--- src/rtl/multicycle_controller.sv ---
// ---------------------------------------------------------------------------
// multicycle_controller
//   Sequencing FSM for a multi-cycle MIPS32 datapath. It steps each
//   instruction through FETCH / DECODE / EXECUTE / MEM / WB, stalls on the
//   memory ready handshake, drives the shared datapath controls and counts
//   retired instructions.
//
//   Optional feature macro: ILLEGAL_OP_TRAP_EN
//     defined   : an illegal opcode parks the FSM in ILLEGAL with Trap=1
//                 until reset (no retire).
//     undefined : an illegal opcode is a NOP (retires, back to FETCH),
//                 and Trap is tied 0.
//
// Ports
//   clk, reset_n          clock, asynchronous active-low reset
//   Op, Funct             opcode / function fields from IR
//   Zero                  ALU zero flag (used in BRANCH only)
//   MemReady              memory completes the access this cycle
//   MemReq, IorD,
//   MemWrite              memory request, address select, write strobe
//   IRWrite, PCEn, PCSrc  IR load, PC load, PC source select
//   ALUSrcA, ALUSrcB,
//   ALUControl            ALU operand selects and operation
//   RegWrite, RegDst,
//   MemtoReg              register-file write controls
//   Trap                  illegal opcode trapped
//   InstrCount            retired-instruction counter (wraps)
// ---------------------------------------------------------------------------
module multicycle_controller #(
    parameter int unsigned CNT_W = 32
) (
    input  logic             clk,
    input  logic             reset_n,
    input  logic [5:0]       Op,
    input  logic [5:0]       Funct,
    input  logic             Zero,
    input  logic             MemReady,
    output logic             MemReq,
    output logic             IorD,
    output logic             MemWrite,
    output logic             IRWrite,
    output logic             PCEn,
    output logic [1:0]       PCSrc,
    output logic             ALUSrcA,
    output logic [1:0]       ALUSrcB,
    output logic [2:0]       ALUControl,
    output logic             RegWrite,
    output logic             RegDst,
    output logic             MemtoReg,
    output logic             Trap,
    output logic [CNT_W-1:0] InstrCount
);

    localparam logic [5:0] OP_RTYPE = 6'b000000;
    localparam logic [5:0] OP_LW    = 6'b100011;
    localparam logic [5:0] OP_SW    = 6'b101011;
    localparam logic [5:0] OP_BEQ   = 6'b000100;
    localparam logic [5:0] OP_ADDI  = 6'b001000;
    localparam logic [5:0] OP_J     = 6'b000010;

    localparam logic [2:0] ALU_ADD = 3'b010;
    localparam logic [2:0] ALU_SUB = 3'b110;
    localparam logic [2:0] ALU_AND = 3'b000;
    localparam logic [2:0] ALU_OR  = 3'b001;
    localparam logic [2:0] ALU_SLT = 3'b111;

    typedef enum logic [3:0] {
        S_FETCH   = 4'd0,
        S_DECODE  = 4'd1,
        S_MEMADR  = 4'd2,
        S_MEMRD   = 4'd3,
        S_MEMWB   = 4'd4,
        S_MEMWR   = 4'd5,
        S_EXECUTE = 4'd6,
        S_ALUWB   = 4'd7,
        S_BRANCH  = 4'd8,
        S_ADDIEX  = 4'd9,
        S_ADDIWB  = 4'd10,
        S_JUMP    = 4'd11,
        S_ILLEGAL = 4'd12
    } state_e;

    state_e            state_q, state_d;
    logic [CNT_W-1:0]  count_q;
    logic              retire;
    logic              pc_write;
    logic              branch;

    // State register
    always_ff @(posedge clk or negedge reset_n) begin
        if (!reset_n) begin
            state_q <= S_FETCH;
        end else begin
            state_q <= state_d;
        end
    end

    // Retired-instruction counter; wraps naturally at 2^CNT_W
    always_ff @(posedge clk or negedge reset_n) begin
        if (!reset_n) begin
            count_q <= '0;
        end else if (retire) begin
            count_q <= count_q + CNT_W'(1);
        end
    end

    assign InstrCount = count_q;

    // Next-state and Moore output decode
    always_comb begin
        state_d    = state_q;
        retire     = 1'b0;
        pc_write   = 1'b0;
        branch     = 1'b0;
        MemReq     = 1'b0;
        IorD       = 1'b0;
        MemWrite   = 1'b0;
        IRWrite    = 1'b0;
        PCSrc      = 2'b00;
        ALUSrcA    = 1'b0;
        ALUSrcB    = 2'b00;
        ALUControl = ALU_ADD;
        RegWrite   = 1'b0;
        RegDst     = 1'b0;
        MemtoReg   = 1'b0;
        Trap       = 1'b0;

        case (state_q)
            S_FETCH: begin
                MemReq   = 1'b1;
                ALUSrcB  = 2'b01;
                IRWrite  = MemReady;
                pc_write = MemReady;
                if (MemReady) state_d = S_DECODE;
            end
            S_DECODE: begin
                ALUSrcB = 2'b11;
                case (Op)
                    OP_LW, OP_SW: state_d = S_MEMADR;
                    OP_RTYPE:     state_d = S_EXECUTE;
                    OP_BEQ:       state_d = S_BRANCH;
                    OP_ADDI:      state_d = S_ADDIEX;
                    OP_J:         state_d = S_JUMP;
                    default:      state_d = S_ILLEGAL;
                endcase
            end
            S_MEMADR: begin
                ALUSrcA = 1'b1;
                ALUSrcB = 2'b10;
                state_d = (Op == OP_SW) ? S_MEMWR : S_MEMRD;
            end
            S_MEMRD: begin
                MemReq = 1'b1;
                IorD   = 1'b1;
                if (MemReady) state_d = S_MEMWB;
            end
            S_MEMWB: begin
                RegWrite = 1'b1;
                MemtoReg = 1'b1;
                retire   = 1'b1;
                state_d  = S_FETCH;
            end
            S_MEMWR: begin
                MemReq   = 1'b1;
                IorD     = 1'b1;
                MemWrite = MemReady;
                retire   = MemReady;
                if (MemReady) state_d = S_FETCH;
            end
            S_EXECUTE: begin
                ALUSrcA = 1'b1;
                case (Funct)
                    6'b100010: ALUControl = ALU_SUB;
                    6'b100100: ALUControl = ALU_AND;
                    6'b100101: ALUControl = ALU_OR;
                    6'b101010: ALUControl = ALU_SLT;
                    default:   ALUControl = ALU_ADD;
                endcase
                state_d = S_ALUWB;
            end
            S_ALUWB: begin
                RegWrite = 1'b1;
                RegDst   = 1'b1;
                retire   = 1'b1;
                state_d  = S_FETCH;
            end
            S_BRANCH: begin
                ALUSrcA    = 1'b1;
                ALUControl = ALU_SUB;
                PCSrc      = 2'b01;
                branch     = 1'b1;
                retire     = 1'b1;
                state_d    = S_FETCH;
            end
            S_ADDIEX: begin
                ALUSrcA = 1'b1;
                ALUSrcB = 2'b10;
                state_d = S_ADDIWB;
            end
            S_ADDIWB: begin
                RegWrite = 1'b1;
                retire   = 1'b1;
                state_d  = S_FETCH;
            end
            S_JUMP: begin
                PCSrc    = 2'b10;
                pc_write = 1'b1;
                retire   = 1'b1;
                state_d  = S_FETCH;
            end
            S_ILLEGAL: begin
`ifdef ILLEGAL_OP_TRAP_EN
                Trap    = 1'b1;
                state_d = S_ILLEGAL;
`else
                retire  = 1'b1;
                state_d = S_FETCH;
`endif
            end
            default: state_d = S_FETCH;
        endcase

        PCEn = pc_write | (branch & Zero);

        // While reset is held, no memory access or architectural update may
        // leak out even though the state already reads FETCH.
        if (!reset_n) begin
            MemReq   = 1'b0;
            MemWrite = 1'b0;
            IRWrite  = 1'b0;
            PCEn     = 1'b0;
        end
    end

endmodule

--- config.mk ---
export PLATFORM = sky130hd
export DESIGN_NAME = multicycle_controller
export DESIGN_NICKNAME = d
export VERILOG_FILES = /design/src/rtl/multicycle_controller.sv
export SDC_FILE = /design/constraint.sdc
export NUM_CORES = 1
export LEC_CHECK = 0
export BUFFER_PORTS_ARGS = -buffer_cell sky130_fd_sc_hd__buf_4
export CORE_MARGIN = 2
export CORE_UTILIZATION = 50
export DETAILED_ROUTE_END_ITERATION = 7
export PLACE_DENSITY = 0.91
export SETUP_SLACK_MARGIN = 0.05
export SLEW_MARGIN = 25
export SYNTH_ARGS = -nofsm -noshare
export SYNTH_HDL_FRONTEND = slang
export SYNTH_SLANG_ARGS = --single-unit
--- constraint.sdc ---
create_clock -name clk -period 2.3 [get_ports clk]
set_input_delay 0.345 -clock clk [delete_from_list [all_inputs] [get_ports clk]]
set_output_delay 0.345 -clock clk [all_outputs]
set_load 0.1 [all_outputs]
After elaboration in Yosys (flattened, before gate mapping)
Index checks and enable logic that the tools add are counted.
{"block": "classes", "n_eq_ne": 24, "div": 0, "n_mul": 0, "shift": 0, "n_reduce_logical": 10, "mux": 25, "n_bitwise": 2, "n_addsub": 1, "magnitude_cmp": 0}
{"operator": "$eq A6 B6 Y1 const B", "n": 6}
{"operator": "$add A32 B1 Y32 const B", "n": 1}
{"operator": "$pmux W4 S7", "n": 1}
{"operator": "$eq A4 B4 Y1 const B", "n": 5}
{"operator": "$pmux W4 S5", "n": 1}
{"operator": "$eq A4 B3 Y1 const B", "n": 4}
{"operator": "$mux W1", "n": 13}
{"operator": "$mux W4", "n": 3}
{"operator": "$pmux W3 S4", "n": 1}
{"operator": "$eq A4 B2 Y1 const B", "n": 2}
{"operator": "$eq A6 B2 Y1 const B", "n": 1}
{"operator": "$eq A6 B3 Y1 const B", "n": 1}
{"operator": "$eq A6 B4 Y1 const B", "n": 1}
{"operator": "$logic_not A6 Y1", "n": 1}
{"operator": "$ne A2 B2 Y1 const B", "n": 3}
{"operator": "$pmux W2 S3", "n": 1}
{"operator": "$pmux W3 S2", "n": 1}
{"operator": "$reduce_or A2 Y1", "n": 3}
{"operator": "$reduce_or A3 Y1", "n": 2}
{"operator": "$reduce_or A6 Y1", "n": 1}
{"operator": "$eq A4 B1 Y1 const B", "n": 1}
{"operator": "$logic_not A4 Y1", "n": 1}
{"operator": "$pmux W1 S2", "n": 2}
{"operator": "$pmux W2 S2", "n": 1}
{"operator": "other kinds (5)", "n": 5}
{"block": "word_totals", "mem_bits_rw": 0, "latchBits": 0, "mem_count": 0, "mem_bits_ro": 0, "ff_bits": 36, "input_bits": 16}

Longest topological paths before layout
{"block": "depth", "depth_word": 5, "mapped_depth": 6}

Worst setup path before layout
Ideal clock, no wire load.
{"block": "synth_path", "path_type": "register to output", "start": "reg state_q[2]", "end": "out MemReq", "arrival_time_ps": 5475, "path_buffers": 1, "path_stages_with_launch": 5, "slack_ps": -3520, "cell_sequence": "dfrtp_1 -> buf_4 -> inv_1 -> a21oi_1 -> a2111oi_0"}
{"block": "synth_between", "elab_chain_cells": 4, "elab_cells_between_ends": 6, "cone_classes": "eq/ne: 2; mux: 2; reduce/logical: 2"}
{"element": "start, declared", "line_no": "83", "rtl": "state_e state_q, state_d;"}
{"element": "start signal, assigned", "line_no": "94", "rtl": "state_q <= state_d;"}
{"element": "$eq A4 B3 Y1 (tied with other cells)", "line_no": "128", "rtl": "case (state_q)"}
{"element": "$reduce_or A3 Y1 (no line) (*)"}
{"element": "$mux W1 (*)", "line_no": "128"}
{"element": "$mux W1 (*)", "line_no": "227", "rtl": "if (!reset_n) begin"}
{"element": "end, declared", "line_no": "38", "rtl": "output logic MemReq,"}
Every way passes the cells marked *; elsewhere a longest branch is shown, timed or not.

Worst setup path in the final report
{"block": "layout_path", "start": "reg state_q[0]", "end": "out ALUControl[1]"}
{"block": "layout_between", "elab_chain_cells": 2, "elab_cells_between_ends": 3, "cone_classes": "eq/ne: 2; mux: 1"}
{"element": "$eq A4 B4 Y1 / $eq A4 B3 Y1 (equally long branches)", "line_no": "128"}
{"element": "$pmux W3 S2 (*)", "line_no": "128"}
{"element": "end, declared", "line_no": "46", "rtl": "output logic [2:0] ALUControl,"}
Marked as above.

==> results.md <==
Run status:
- The flow ran to the end, but the final reports show violations.
- The checks that failed: setup timing.

Drt:
- The antenna violation net count after detailed routing is 0.
- The via-per-instance ratio is 5.58.
- For this run, design rule violations remaining after detail routing come to 0.
- Summed over all layers, the routed wires come to 5340 um.
- The DRC marker count from the first detailed-route iteration is 103.
- The first TritonRoute pass finished after 4 iterations.
- After detailed routing, the average wire length per cell comes to 15.7 um.
- The total vias in the final route is 1898.

Floorplan:
- The die is 67.5 um wide.
- From bottom edge to top edge, the die measures 67.5 um.
- The area inside the core boundary is 3940 um2.
- The initial utilization of the core area, before any placement, comes to 0.511.
- The floorplan has 23 rows.
- The die covers 4550 um2.
- The number of primary I/O pins is 65.

Pwr:
- VDD sags by at most 0.000581 V.
- The reported leakage power is 1.33 nW.
- The total power density per cell area is 1230 nW/um2.
- The design draws 3.65 mW.

Worst setup path:
- The source of the critical timing path is state_q[0]$_DFFE_PN0P_.
- The endpoint identified for the worst register-to-register timing path is InstrCount[25]$_DFFE_PN0P_.
- The worst register-to-register path has a depth of 9.
- STA classifies the critical path startpoint as a flip-flop.
- Along the worst path, the maximum fanout reaches 2.
- Setup slack on the worst reg-to-reg path comes out at 130 ps.
- The startpoint of the worst-slack reg-to-reg timing path is state_q[0]$_DFFE_PN0P_.
- The worst path required time is 1960 ps.
- The category of the worst setup path capture point is an output pin.
- At the worst endpoint, the arrival time is 2070 ps.
- The start-to-end type of the worst setup path is reg2out.
- In this run the worst setup path terminates at ALUControl[1].

Timing:
- In the post-route analysis, the smallest setup slack over all paths is -112 ps.
- Counting I/O delays and the setup requirement, the final critical path takes 2410 ps.
- Timing would allow up to 415 MHz.
- The number of setup violations in the final report is 1.
- The hold violation total from the final report was 0.
- The smallest hold slack is 103 ps.
- The final count of pins violating max slew is 0.
- Setup repair after global routing could not meet its margin everywhere.
- The worst-case headroom to the max-slew limit is 0.520.
- Between clock sinks in the finished design, the worst skew comes to 9.78 ps.
- The portion of the clock cycle consumed by the worst path in the final layout is 1.05.
- At the pin with the least slew margin, the transition time is 713 ps.

Clock network:
- The root buffer cell chosen for the clock tree is clkbuf_8.
- The clock passes through at most 2 buffers.
- In this run the number of H-tree levels came out at 2.
- TritonCTS built the clock tree.
- TritonCTS created 5 clock buffers.
- The clock insertion delay at the later pin of the skew report is 290 ps.
- The number of buffers inserted for hold repair after clock tree synthesis is 0.
- The count of clock tree sinks is 36.
- The clock transition at the registers of the reported paths is 80 ps.

Global routing:
- The via count of the first global-routing pass is 1805.
- The total global-route track usage is 0.246.
- Entering global routing, the biggest net connects 37 pins.
- The first global-routing pass estimated 8270 um of wire.
- The initial antenna violation count is 0.
- The total overflow left after global routing is 0.

Synth:
- The cell count after synthesis is 212.
- The synthesized net count is 229.
- The number of enable-type register cells in the synthesized netlist is 0.
- The average footprint of a synthesized cell is 9.50 um2.
- The share of the Yosys chip area taken by registers is 0.447.
- Sorting the synthesized cells by area gives the leading types as dfrtp_1 (45%), xnor2_1 (10%), xor2_1 (4.4%), nor2_1 (3.7%), nand2_1 (3.5%).
- After synthesis the netlist holds a flip-flop and latch count of 36.
- The count of different cell masters after synthesis is 45.
- The mapped netlist covers 2010 um2.
- The dominant register cell in the synthesized netlist is dfrtp_1.
- The fraction of registers with async set/reset is 1.00.
- The share of synthesized area in the top cell type comes to 0.447.
- The largest area contributor in the netlist is dfrtp_1.
- The count of yosys warnings during synthesis is 0.

Place:
- The global placement routability congestion is 0.879.
- Buffers placed on the I/O ports in this run total 63.
- OpenSTA, run right after detailed placement, puts the worst setup slack at 104 ps.
- The wire-length estimate of the detail-placed layout is 3880 um.
- The area of placed instances is 2740 um2.

Worst hold path:
- The worst hold-check path type is in2async.

Layout:
- Relative to the synthesized area, the layout overhead comes to 47.5%.
- The area used by multi-input combinational logic is 1240 um2.
- The library cells used most frequently in the layout, excluding fill and tap cells, are buf_4 (69), dfrtp_1 (24), xnor2_1 (23).
- After filler insertion, the fill cell instance count of the layout stands at 262.
- The area of all placed cells without fillers is 2970 um2.
- Leaving out fill and tap cells, the most frequent cell in the layout is buf_4.
- The number of antenna diodes is 0.
- Of the cells placed in the final design, the portion with a size suffix greater than 1 is 0.445.
- The sequential cells in the finished layout cover a total of 921 um2.
- At the end of the flow, the number of nets in the layout was 306.

Job:
- Max-cap violations in this run came to 0.
==> per-stage QoR <==
stage / instances / utilization / TNS, ps
final: 340 / 0.753 / -112
after global routing: 340 / 0.753 / -142
after floorplan: 212 / - / -941
after detailed placement: 327 / 0.694 / 0
after CTS: 338 / 0.733 / -108
after global placement: 327 / 0.694 / 0
==> power by group <==
group / switching (mW) / internal [mW] / leakage (nW)
clock: 0.222 / 0.212 / 0.0422
combinational: 1.70 / 0.662 / 0.831
sequential: 0.112 / 0.742 / 0.453
==> flip-flops by register name, indices dropped and copies added, names as in the netlist <==
| register | flops |
|---|---|
| state_q | 4 |
| InstrCount | 32 |
==> metal layers <==
layer,vias up,share of wire,global-route usage
met2,70,0.52,0.454
met1,925,0.39,0.274
met3,6,0.075,0.0683
li1,897,-,-
met4,0,0.010,0.0714
met5,-,0,0
==> synth_stat cells (all sizes together), types with 5 or more instances <==
master / n
dfrtp: 36
xnor2: 23
nor2: 20
nand2: 19
nand3: 14
nor3: 12
nand4: 10
xor2: 10
inv: 9
a21oi: 6
and3: 5
nand2b: 5
==> critical path, cell delays in order, from the launching register on <==
cell	delay (ps)
dfrtp_1	390
nand2b_4	140
or4b_4	540
or4b_4	510
buf_12	180
==> worst min-delay path by stage <==
stage	endpoint	from	slack (ps)
5_1_grt	InstrCount[4]$_DFFE_PN0P_	reset_n	130
3_5_place_dp	state_q[3]$_DFFE_PN0P_	reset_n	430
4_1_cts	InstrCount[2]$_DFFE_PN0P_	reset_n	110
3_3_place_gp	InstrCount[2]$_DFFE_PN0P_	reset_n	430
6_report	InstrCount[28]$_DFFE_PN0P_	reset_n	100
2_1_floorplan	InstrCount[0]$_DFFE_PN0P_	reset_n	50
==> timing repair <==
action                                  4_1_cts  5_1_grt
hold endpoints to repair                      0        0
pin swaps                                     2        3
endpoints found under the setup margin        2       18
setup buffers                                 3        2
resized for setup                            12       15
cloned                                        0        0
==> cell families after synthesis <==
group           count (synthesis)  synth area share
xor+xnor                       33             0.144
buf+inv                        16            0.0348
simple gates                  101             0.270
compound gates                 21            0.0796
other cells                     1           0.00186
mux                             3            0.0162
flops                          36             0.447
fa+ha+maj                       1           0.00621
==> layout make-up <==
class	count	share of cell area
multi-input cells	160	0.418
clock inverters	1	0.00168
repair buffers	77	0.211
well taps	50	0.0211
inverters	9	0.0131
flip-flops and latches	36	0.310
clock buffers	7	0.0257
(Power assumes the default switching activity.)
